$ cat src/rtl/midi_tx_fsm.sv
// MIDI serial transmitter: frames note on/off, program change and system
// reset messages as 8N1 bytes at BIT_DIV CE-cycles per bit, with optional
// running-status suppression of repeated channel status bytes.
module midi_tx_fsm #(
    parameter int unsigned BIT_DIV  = 1600,
    parameter bit          RUN_STAT = 1'b1
) (
    input  logic       CLK,
    input  logic       RST,
    input  logic       CE,
    input  logic [3:0] CHANNEL,
    input  logic [1:0] CMD,
    input  logic [6:0] ARG1,
    input  logic [6:0] ARG2,
    input  logic       START,
    output logic       READY,
    output logic       TX,
    output logic [2:0] STATUS
);

    localparam int unsigned   BW        = (BIT_DIV > 1) ? $clog2(BIT_DIV) : 1;
    localparam logic [BW-1:0] BAUD_LAST = BW'(BIT_DIV - 1);

    typedef enum logic [2:0] {
        IDLE      = 3'b000,
        SEND_STAT = 3'b001,
        SEND_D1   = 3'b010,
        SEND_D2   = 3'b011,
        DONE      = 3'b100
    } state_t;

    state_t        state;
    state_t        state_next;

    logic [BW-1:0] baud_cnt;
    logic [3:0]    bit_cnt;

    logic [1:0]    cmd_q;
    logic [6:0]    arg1_q;
    logic [6:0]    arg2_q;
    logic [7:0]    stat_q;

    logic [7:0]    last_stat;
    logic          stat_valid;

    logic [7:0]    new_stat;
    logic          accept;
    logic          skip_stat;
    logic          sending;
    logic          byte_end;
    logic [7:0]    cur_byte;
    logic [2:0]    data_idx;

    // Status byte for the command on the inputs and the acceptance decision
    always_comb begin
        new_stat = 8'hFF;
        case (CMD)
            2'b00:   new_stat = {4'h8, CHANNEL};
            2'b01:   new_stat = {4'h9, CHANNEL};
            2'b10:   new_stat = {4'hC, CHANNEL};
            default: new_stat = 8'hFF;
        endcase
        accept    = CE && START && (state == IDLE);
        // System reset is never a running-status candidate
        skip_stat = RUN_STAT && stat_valid && (new_stat == last_stat) && (CMD != 2'b11);
        sending   = (state == SEND_STAT) || (state == SEND_D1) || (state == SEND_D2);
        byte_end  = CE && sending && (baud_cnt == BAUD_LAST) && (bit_cnt == 4'd9);
    end

    // State register
    always_ff @(posedge CLK or negedge RST) begin
        if (!RST) state <= IDLE;
        else      state <= state_next;
    end

    // Next-state logic: message length depends on the latched command
    always_comb begin
        state_next = state;
        case (state)
            IDLE:      if (accept)   state_next = skip_stat ? SEND_D1 : SEND_STAT;
            SEND_STAT: if (byte_end) state_next = (cmd_q == 2'b11) ? DONE : SEND_D1;
            SEND_D1:   if (byte_end) state_next = (cmd_q == 2'b10) ? DONE : SEND_D2;
            SEND_D2:   if (byte_end) state_next = DONE;
            DONE:      if (CE)       state_next = IDLE;
            default:                 state_next = IDLE;
        endcase
    end

    // Baud and bit counters; cleared whenever no byte is being shifted out
    always_ff @(posedge CLK or negedge RST) begin
        if (!RST) begin
            baud_cnt <= '0;
            bit_cnt  <= '0;
        end else if (CE) begin
            if (!sending) begin
                baud_cnt <= '0;
                bit_cnt  <= '0;
            end else if (baud_cnt == BAUD_LAST) begin
                baud_cnt <= '0;
                bit_cnt  <= (bit_cnt == 4'd9) ? 4'd0 : bit_cnt + 4'd1;
            end else begin
                baud_cnt <= baud_cnt + BW'(1);
            end
        end
    end

    // Message capture at acceptance so later input changes cannot leak in
    always_ff @(posedge CLK or negedge RST) begin
        if (!RST) begin
            cmd_q  <= '0;
            arg1_q <= '0;
            arg2_q <= '0;
            stat_q <= '1;
        end else if (accept) begin
            cmd_q  <= CMD;
            arg1_q <= ARG1;
            arg2_q <= ARG2;
            stat_q <= new_stat;
        end
    end

    // Running-status memory: set after a channel status byte completes,
    // cleared by a system reset request
    always_ff @(posedge CLK or negedge RST) begin
        if (!RST) begin
            last_stat  <= '0;
            stat_valid <= 1'b0;
        end else if (accept && (CMD == 2'b11)) begin
            stat_valid <= 1'b0;
        end else if ((state == SEND_STAT) && byte_end && (cmd_q != 2'b11)) begin
            last_stat  <= stat_q;
            stat_valid <= 1'b1;
        end
    end

    // Serial line: start bit, LSB-first data, stop bit; idle high otherwise
    always_comb begin
        case (state)
            SEND_D1: cur_byte = {1'b0, arg1_q};
            SEND_D2: cur_byte = {1'b0, arg2_q};
            default: cur_byte = stat_q;
        endcase
        data_idx = bit_cnt[2:0] - 3'd1;
        TX       = 1'b1;
        if (sending) begin
            if (bit_cnt == 4'd0)      TX = 1'b0;
            else if (bit_cnt <= 4'd8) TX = cur_byte[data_idx];
        end
    end

    assign READY  = (state == IDLE);
    assign STATUS = state;

endmodule

$ cat config.mk
export PLATFORM = sky130hd
export DESIGN_NAME = midi_tx_fsm
export DESIGN_NICKNAME = d
export VERILOG_FILES = /design/src/rtl/midi_tx_fsm.sv
export SDC_FILE = /design/constraint.sdc
export NUM_CORES = 1
export LEC_CHECK = 0
export CAP_MARGIN = 15
export CELL_PAD_IN_SITES_DETAIL_PLACEMENT = 1
export CELL_PAD_IN_SITES_GLOBAL_PLACEMENT = 1
export CORE_MARGIN = 3
export CORE_UTILIZATION = 43
export CTS_CLUSTER_SIZE = 14
export DETAILED_ROUTE_END_ITERATION = 8
export GPL_TIMING_DRIVEN = 0
export PLACE_DENSITY_LB_ADDON = 0.1
export SYNTH_ARGS = -nofsm -noshare
export SYNTH_HDL_FRONTEND = slang
export SYNTH_SLANG_ARGS = --single-unit
$ cat constraint.sdc
create_clock -name CLK -period 2.2 [get_ports CLK]
set_input_delay 0.33 -clock CLK [delete_from_list [all_inputs] [get_ports CLK]]
set_output_delay 0.33 -clock CLK [all_outputs]
set_load 0.1 [all_outputs]
==> results.toml, run 1 <==
[synth]
synth_cell_type_count = 47
synthFlopType = "dfrtp_1"
postSynthAreaPerCell_sq_um = 9.21
synth_cells = 288
yosysWarningCount = 0
yosysTopAreaCellShare_pct = 40.5
synth_edf_count = 0
synth_top_cells_by_count = "nand2_1, dfrtp_1, nor2_1"
synthTopCellsByArea = "dfrtp_1, nand2_1, dfstp_2"
synth.yosys.seq_area_share_pct = 47.5
synth_seq_cells = 50
synth.most_common_cell = "nand2_1"
synth_area_sq_um = 2650
asyncSetResetFlopFracSynth_pct = 100
postSynthNetCount = 317
synth_top_area_cell = "dfrtp_1"

[run_status]
status = "finished with violations"
violations = "negative setup slack"

[critical_path]
critPathSlowestCell = "mux4_2"
setup.worst_path.class = "flip-flop to primary output"
cp_top_family = "multiplexers"
endpoint_kind = "primary output"
crit_buf_inv = 2
critical_path.cell_chain = "buf_8, mux2_4, mux4_2, a2111oi_4, nor4_4, buf_6"
worstPathRequired_ns = 1.87
max_stage_delay_ns = 0.51
crit_fanout = 6
crit_arrival_ns = 2.42
start_kind = "flip-flop"

[detailed_routing]
drtIter0Drc = 78
vias = 2163
wl_per_cell_microns = 17.2
final_antenna_net_count = 0
via_per_inst = 5.45
routed_wl_microns = 6840
drc = 0
first_pass_iters = 4

[sta]
period_share_pct = 125
report.final.slew_viol_count = 0
max_slew.worst_pin.slew_ns = 0.962
finalSetupViolCount = 1
hold_viol = 0
rsz0062_at_grt = "yes"
fin_ws_ns = -0.549
slew_headroom_pct = 35.8
setup-tns-final_ns = -0.549
finalClockSkew_ns = 0.00944
period_needed_ns = 2.75
max_freq_mhz = 364

[pwr]
p_seq_share_pct = 55.7
p_clk_share_pct = 29.9
irDropWorstVdd_mv = 0.276
p_per_area_nw_per_um2 = 561
p_switching_mw = 0.534
p_sw_share_pct = 29.1
comb_power_share_pct = 14.4
intPower_mw = 1.30
cellLeakagePower_nw = 1.53

[run]
drv_cap = 0

[clock_network]
cts_tree = "built"
cts.sinks = 50
cts_buffer_depth = 2
h-tree-depth = 2
cts-root-buf = "clkbuf_8"
clkTransAtPathRegs_ns = 0.10
cts_buffers = 5
clkLatencyLatePin_ns = 0.30

[global_routing]
grt_use_total_pct = 20.1
grt-ovfl-total = 0
grt_max_degree = 34
antenna_found_initial = 0
grt_pass1_vias = 2357
grt_first_pass_wirelength_microns = 11700

[finish]
syn2layout_area_growth_pct = 23.4
layout-drive-gt1-share_pct = 14.8
antennaDiodeCount = 0
utilization_pct = 57.0
n_fill_cell = 660
nNetsFinal = 353

[die]
start_util_pct = 46.2
core-area_sq_um = 5740
die_w_microns = 84.6
rows = 27
ios = 29
fp.dieH_microns = 84.6
dieArea_sq_um = 7150

[placed_design]
portBuffers = 26
dpl.hpwl_microns = 5140
gp_congestion = 0.805

[hold_path]
hold_path_class = "primary input to flip-flop"
[path summary, 6_finish.rpt]
| kind | startpoint | end | slack [ns] | cells after the start |
|---|---|---|---|---|
| setup / recovery | STATUS[0] | TX | -0.55 | 6 |
| hold / removal | CMD[0] | stat_q[5] | 0.41 | 3 |
| setup reg to reg | bit_cnt[1] | last_stat[2] | 0.14 | 7 |
| hold reg to reg | arg2_q[2] | arg2_q[2] | 0.48 | 2 |
| max in group asynchronous | RST | stat_q[4] | 1.10 | 3 |
| min in group asynchronous | RST | STATUS[1] | 0.49 | 2 |
[flip-flops by register name, summed over array words and instances, names as in the netlist]
name and flops:
STATUS 3, arg1_q 7, arg2_q 7, baud_cnt 11, bit_cnt 4, cmd_q 2
last_stat 8, stat_q 7, stat_valid 1
[placed cells by master, fill, tap and decap left out, types with 2 or more instances in the layout]
cell	n
clkdlybuf4s50_1	20
nand3_1	9
nand3b_1	3
o21ai_1	8
dfrtp_4	2
clkbuf_8	8
or2_1	2
dfstp_2	7
xnor2_1	7
nand2_1	79
nand2b_1	2
o21ai_0	6
and3_1	5
a21o_1	2
mux2_4	2
mux2i_1	9
inv_1	8
buf_4	3
xor2_1	5
or3_1	2
o31ai_1	3
nor4_4	2
buf_2	2
dfrtp_1	39
buf_6	4
a21oi_1	9
a211oi_1	2
mux2_1	7
nor2_1	17
dlygate4sd2_1	2
ha_1	5
o22ai_1	2
clkbuf_1	4
dfrtp_2	2
nor3_1	8
[layout make-up]
class                   count  area (sq um)  share of cell area [%]
repair buffers             29           289                    8.83
clock buffers               5          68.8                    2.10
inverters                   8          30.0                   0.917
plain buffers              13           120                    3.67
multi-input cells         217          1390                    42.3
clock inverters             3          21.3                   0.650
flip-flops and latches     50          1270                    38.8
well taps                  72          90.1                    2.75
[worst min-delay path: stages]
cell,delay [ns]
clkbuf_1,0.20
nand3_2,0.14
nand2_1,0.05
[power groups by stage]
stage | clock, mW | combinational, mW | sequential (mW)
after floorplan | 0 | 0.152 | 1.02
after global placement | 0 | 0.236 | 1.03
after detailed placement | 0 | 0.255 | 1.04
after CTS | 0.563 | 0.260 | 1.02
after global routing | 0.601 | 0.296 | 1.03
final | 0.550 | 0.264 | 1.02
[per-stage QoR]
step                power (mW)  hold WS, ns  area, sq um  setup slack (ns)  cells
global placement          1.27        0.454         3110             -1.09    386
floorplan                 1.17       0.0344         2760            -0.609    288
detailed placement        1.29        0.300         3130             -1.22    387
global route              1.93        0.448         3270            -0.624    397
finish                    1.84        0.411         3270            -0.549    397
CTS                       1.84        0.416         3260            -0.571    397
[what timing repair did]
item / 4_1_cts / 5_1_grt
resized for setup: 17 / 6
hold buffers: 1 / 0
pin swaps: 2 / 0
buffers inserted: 1 / 0
endpoints found under the setup margin: 4 / 6
hold endpoints to repair: 13 / 0
[kinds of logic (layout without fill, tap and decap cells)]
logic type	after synthesis	in the layout	synth area share [%]
fa+ha+maj	5	5	2.36
simple gates	138	138	23.4
xor+xnor	12	12	3.96
buf+inv	21	58	3.58
compound gates	42	42	10.6
flops	50	50	47.5
mux	20	20	8.63
[routing by layer]
metal / wire length (microns) / global-route usage [%] / vias up
met5: 0 / 0 / -
met3: 181 / 3.24 / 4
met4: 54 / 3.45 / 0
met1: 3150 / 26.8 / 1076
met2: 3450 / 34.7 / 30
li1: - / - / 1053
No activity file was read; power rests on OpenSTA's default activity.
==> run 2, diff against run 1 <==
- ABC_CLOCK_PERIOD_IN_PS: default -> 2200
==> results of run 2 <==
No change in the layout: final DEF, timing and power equal those of run 1.
==> run 3, diff against run 2 <==
- MAX_ROUTING_LAYER: default -> met4
==> results.toml, run 3 (synthesis gave the netlist of run 1 again) <==
[placed_design]
gp_congestion = 0.816
dpl.hpwl_microns = 5140
portBuffers = 26
placed_cell_area_sq_um = 3130

[critical_path]
crit_buf_inv = 2
start_kind = "flip-flop"
setup.worst_path.class = "flip-flop to primary output"
r2r_end = "last_stat[2]"
crit_arrival_ns = 2.42
ff2ff_setup_slack_ns = 0.14
worstPathRequired_ns = 1.87
max_stage_delay_ns = 0.51
reg2reg_from = "bit_cnt[1]"
worstRegToRegCells = 7
critical_path.cell_chain = "buf_8, mux2_4, mux4_2, a2111oi_4, nor4_4, buf_6"
crit_fanout = 6
cp_top_family = "multiplexers"
critPathSlowestCell = "mux4_2"
endpoint_kind = "primary output"

[pwr]
p_per_area_nw_per_um2 = 560
cellLeakagePower_nw = 1.53
irDropWorstVdd_mv = 0.276

[global_routing]
grt_pass1_vias = 2351
grt_first_pass_wirelength_microns = 11700
antenna_found_initial = 0
grt_max_degree = 34
grt_use_total_pct = 20.6
grt-ovfl-total = 0

[finish]
largest_reg_flops = 11
multi_input_area_sq_um = 1390
antennaDiodeCount = 0
final_cell_mix = "nand2_1, dfrtp_1, clkdlybuf4s50_1"
syn2layout_area_growth_pct = 23.4
final_area_sq_um = 3270
layout-drive-gt1-share_pct = 14.8
largestRegisters = "baud_cnt x11, last_stat x8"
largest-register = "baud_cnt"
nNetsFinal = 353
layout_commonest_cell = "nand2_1"
final-seq-area_sq_um = 1270
n_fill_cell = 660

[sta]
max_freq_mhz = 364
report.final.slew_viol_count = 0
period_share_pct = 125
finalClockSkew_ns = 0.0109
slew_headroom_pct = 35.8
finalSetupViolCount = 1
setup-tns-final_ns = -0.548
hold_viol = 0
rsz0062_at_grt = "yes"
max_slew.worst_pin.slew_ns = 0.962
fin_ws_ns = -0.548
period_needed_ns = 2.75

[die]
ios = 29
fp.dieH_microns = 84.6
core-area_sq_um = 5740
start_util_pct = 46.2
die_w_microns = 84.6
dieArea_sq_um = 7150
rows = 27

[run_status]
status = "finished with violations"
violations = "negative setup slack"

[clock_network]
cts_tree = "built"
h-tree-depth = 2
cts-root-buf = "clkbuf_8"
clkTransAtPathRegs_ns = 0.10
cts_buffers = 5
cts.sinks = 50
cts_buffer_depth = 2
clkLatencyLatePin_ns = 0.31

[detailed_routing]
vias = 2155
first_pass_iters = 4
routed_wl_microns = 6850
via_per_inst = 5.43
drc = 0
wl_per_cell_microns = 17.2
final_antenna_net_count = 0
drtIter0Drc = 69

[hold_path]
hold_start = "CMD[0]"
holdPathStages = 3
hold_end = "stat_q[4]"
hold_path_class = "primary input to flip-flop"

[run]
drv_cap = 0
run 3: cell counts in the layout (fill, tap and decap cells not counted):
No cell type changed its count.
run 3: report_power, final:
part / switching [mW] / leakage [nW] / internal, mW
Combinational: 0.151 / 0.845 / 0.113
Sequential: 0.0573 / 0.643 / 0.966
Clock: 0.323 / 0.0441 / 0.224
run 3: worst max path at each step:
stage,start,to,slack [ns],depth (start not counted)
4_1_cts,STATUS[0],TX,-0.57,6
5_1_grt,STATUS[0],TX,-0.62,6
3_3_place_gp,STATUS[0],TX,-1.09,6
6_report,STATUS[0],TX,-0.55,6
2_1_floorplan,STATUS[0],TX,-0.61,7
3_5_place_dp,STATUS[0],TX,-1.22,6
run 3: what timing repair did:
| action | CTS | global route |
|---|---|---|
| resized for setup | 17 | 6 |
| hold buffers | 1 | 0 |
| pin swaps | 2 | 0 |
| endpoints found under the hold margin | 13 | 0 |
| setup buffers | 1 | 0 |
| endpoints found under the setup margin | 4 | 6 |
run 3: worst register-to-register path, stage by stage (launching register included):
cell and delay (ns):
dfrtp_1 0.42, inv_1 0.12, ha_1 0.22, nand3b_1 0.12, nor3_1 0.35, and3_1 0.21
buf_4 0.17, mux2_1 0.35
run 3: metrics by stage:
stage	setup slack (ns)	instances	utilization (%)	power (mW)	hold slack, ns
3_5_place_dp	-1.22	387	54.4	1.29	0.300
6_report	-0.548	397	57.0	1.83	0.409
2_1_floorplan	-0.609	288	-	1.17	0.0344
5_1_grt	-0.624	397	57.0	1.93	0.448
3_3_place_gp	-1.09	386	54.2	1.27	0.454
4_1_cts	-0.571	397	56.8	1.84	0.416
run 3: per-layer routing:
metal  track usage, %  part of all wire (%)
met2             34.6                    50
met5                -                     0
met1             26.8                    47
met4             3.45                  0.74
met3             3.24                   2.8
run 3: area by class of cell:
class	count	share of cell area, %
multi-input combinational	217	42.3
sequential	50	38.8
timing repair buffer	29	8.83
buffer	13	3.67
tap	72	2.75
clock buffer	5	2.10
inverter	8	0.917
clock inverter	3	0.650
==> RTL edit (settings of run 2) <==
The parameter `BIT_DIV` goes from 1600 to 3200.
--- a/src/rtl/midi_tx_fsm.sv
+++ b/src/rtl/midi_tx_fsm.sv
@@ -2,7 +2,7 @@
 // reset messages as 8N1 bytes at BIT_DIV CE-cycles per bit, with optional
 // running-status suppression of repeated channel status bytes.
 module midi_tx_fsm #(
-    parameter int unsigned BIT_DIV  = 1600,
+    parameter int unsigned BIT_DIV  = 3200,
     parameter bit          RUN_STAT = 1'b1
 ) (
     input  logic       CLK,
Formal check against the unedited RTL: no difference found for any inputs over 10 cycles, from zero or initial values and one cycle with RST low; that may be too few to reach the edited logic, so the function may still have changed.
==> RTL edit against run 2 <==
  * Cell area up 3.2%
  * Area after synthesis shrank 0.14%
  * Highest routed layer unchanged
  * Global-route usage about the same
  * Wire length up 2.5%
  * Non-clock buffer count increased by 9
  * Combinational power fell by 39%
  * Total power down 5.5%
  * The flow still finishes with violations (setup timing)
  * Critical path type unchanged
  * Sequential cell count up 1
  * Largest power group unchanged
  * Critical path depth down 1
  * Worst setup slack improved by 0.23 ns
==> RTL edit: results (changes against run 2) <==
portion of netlist area occupied by mux cells 5.902% (-2.7 points); total number of vias 2201 (+1.8%); Worst R2R Setup Slack -0.06 ns (-0.20 ns); Syn Inst Count 279 (-3.1%); pre-CTS WS -0.9328 ns (+0.2889 ns); largest net degree at the start of global routing 36 (+5.9%); Final Skew 0.004362 ns (-0.005083 ns); worst hold slack 0.3648 ns (-0.04613 ns); status finished with violations; final setup margin -0.3188 ns (+0.2298 ns); switch share 26.49% (-2.6 points); DP Area 3103 um2 (-0.72%); slowest stage cell, crit path dfrtp_4; met2 WL post-DR 3.487 mm (+0.98%); hpwl dp 4.850 mm (-5.7%); M1 GR Usage 26.85% (+0.080 points); Placed Instances 378 (-2.3%); worst vdd ir 0.3500 mV (+27%); met2 usage 34.02% (-0.71 points); Yosys cell types 53 (+13%); WL/cell 17.52 um (+1.7%); # fillers 658 (-0.30%); Synth Area in Adders 2.361% (+0.0033 points); First DRT Iteration DRCs 91 (+17%); largest registers baud_cnt: 12 flops, last_stat: 8 flops; relative slew slack 36.76% (+0.99 points); metal3 WL 169 um (-6.6%); Final nets 356 (+0.85%); Int Power 0.001277 W (-2.1%); vias in the first global route 2338 (-0.81%); r2r worst-path depth 5 (-2); met3 global-route usage 3.533% (+0.29 points); Reg-to-Reg End last_stat[0]$_DFFE_PN0P_; Worst EP arrival 2.19 ns (-0.23 ns); clock share of power 31.2% (+1.3 points); Leak 1.568 nW (+2.4%); share of cells above drive strength 1 23.17% (+8.4 points); hold wc startpoint CMD[1]; Synth area leaders dfrtp_1 42%, nand2_1 9.6%, dfstp_2 6.9%; GRT Total Usage 20.08% (+0.025 points); routability cong. 0.7736 (-3.9%); R2R Path Start baud_cnt[8]$_DFFE_PN0P_; failing checks setup timing; Final setup viols 8 (+7); Post-synth top cells 68 x nand2_1, 44 x dfrtp_1, 18 x o21ai_0, 12 x nor2_1, 11 x mux2_2; first-pass GRT wire length 11.59 mm (-0.59%); Mapped Nets 308 (-2.8%); Via density 5.503 (+0.99%); CP max FO 4 (-2); Final TNS setup -0.6573 ns (-0.1087 ns); combinational fraction of design power 9.3% (-5.1 points); Metal-1 WL 3.252 mm (+3.3%); post-synthesis compound-gate area fraction 13.36% (+2.8 points); Seq/Total Area, Yosys 48.49% (+1.0 points)
RTL edit: changes by cell type after synthesis, sizes merged, moves of 4 or more:
cell / before / now
mux2i: 9 / 1
nand2: 79 / 68
and2: 1 / 7
nor3: 9 / 4
o21ai: 14 / 18
nor2: 18 / 13
xnor2: 7 / 2
RTL edit: kinds of logic after synthesis:
logic type / count (synthesis)
simple gates: 127
fa+ha+maj: 5
compound gates: 54
flops: 51
buf+inv: 19
mux: 13
xor+xnor: 10
RTL edit: final cells by class:
type	instances	share of cell area, %
Clock buffer	5	2.036
Tap cell	72	2.665
Buffer	10	2.591
Inverter	9	1.110
Multi-Input combinational cell	209	41.23
Timing Repair Buffer	41	11.55
Sequential cell	51	38.38
Clock inverter	3	0.4441
RTL edit: what timing repair did:
item                                    CTS  global route
pin swaps                                 5             4
endpoints found under the setup margin   12             9
resized for setup                        22            12
hold buffers                              1             0
buffers inserted                          9             4
endpoints found under the hold margin    15             0
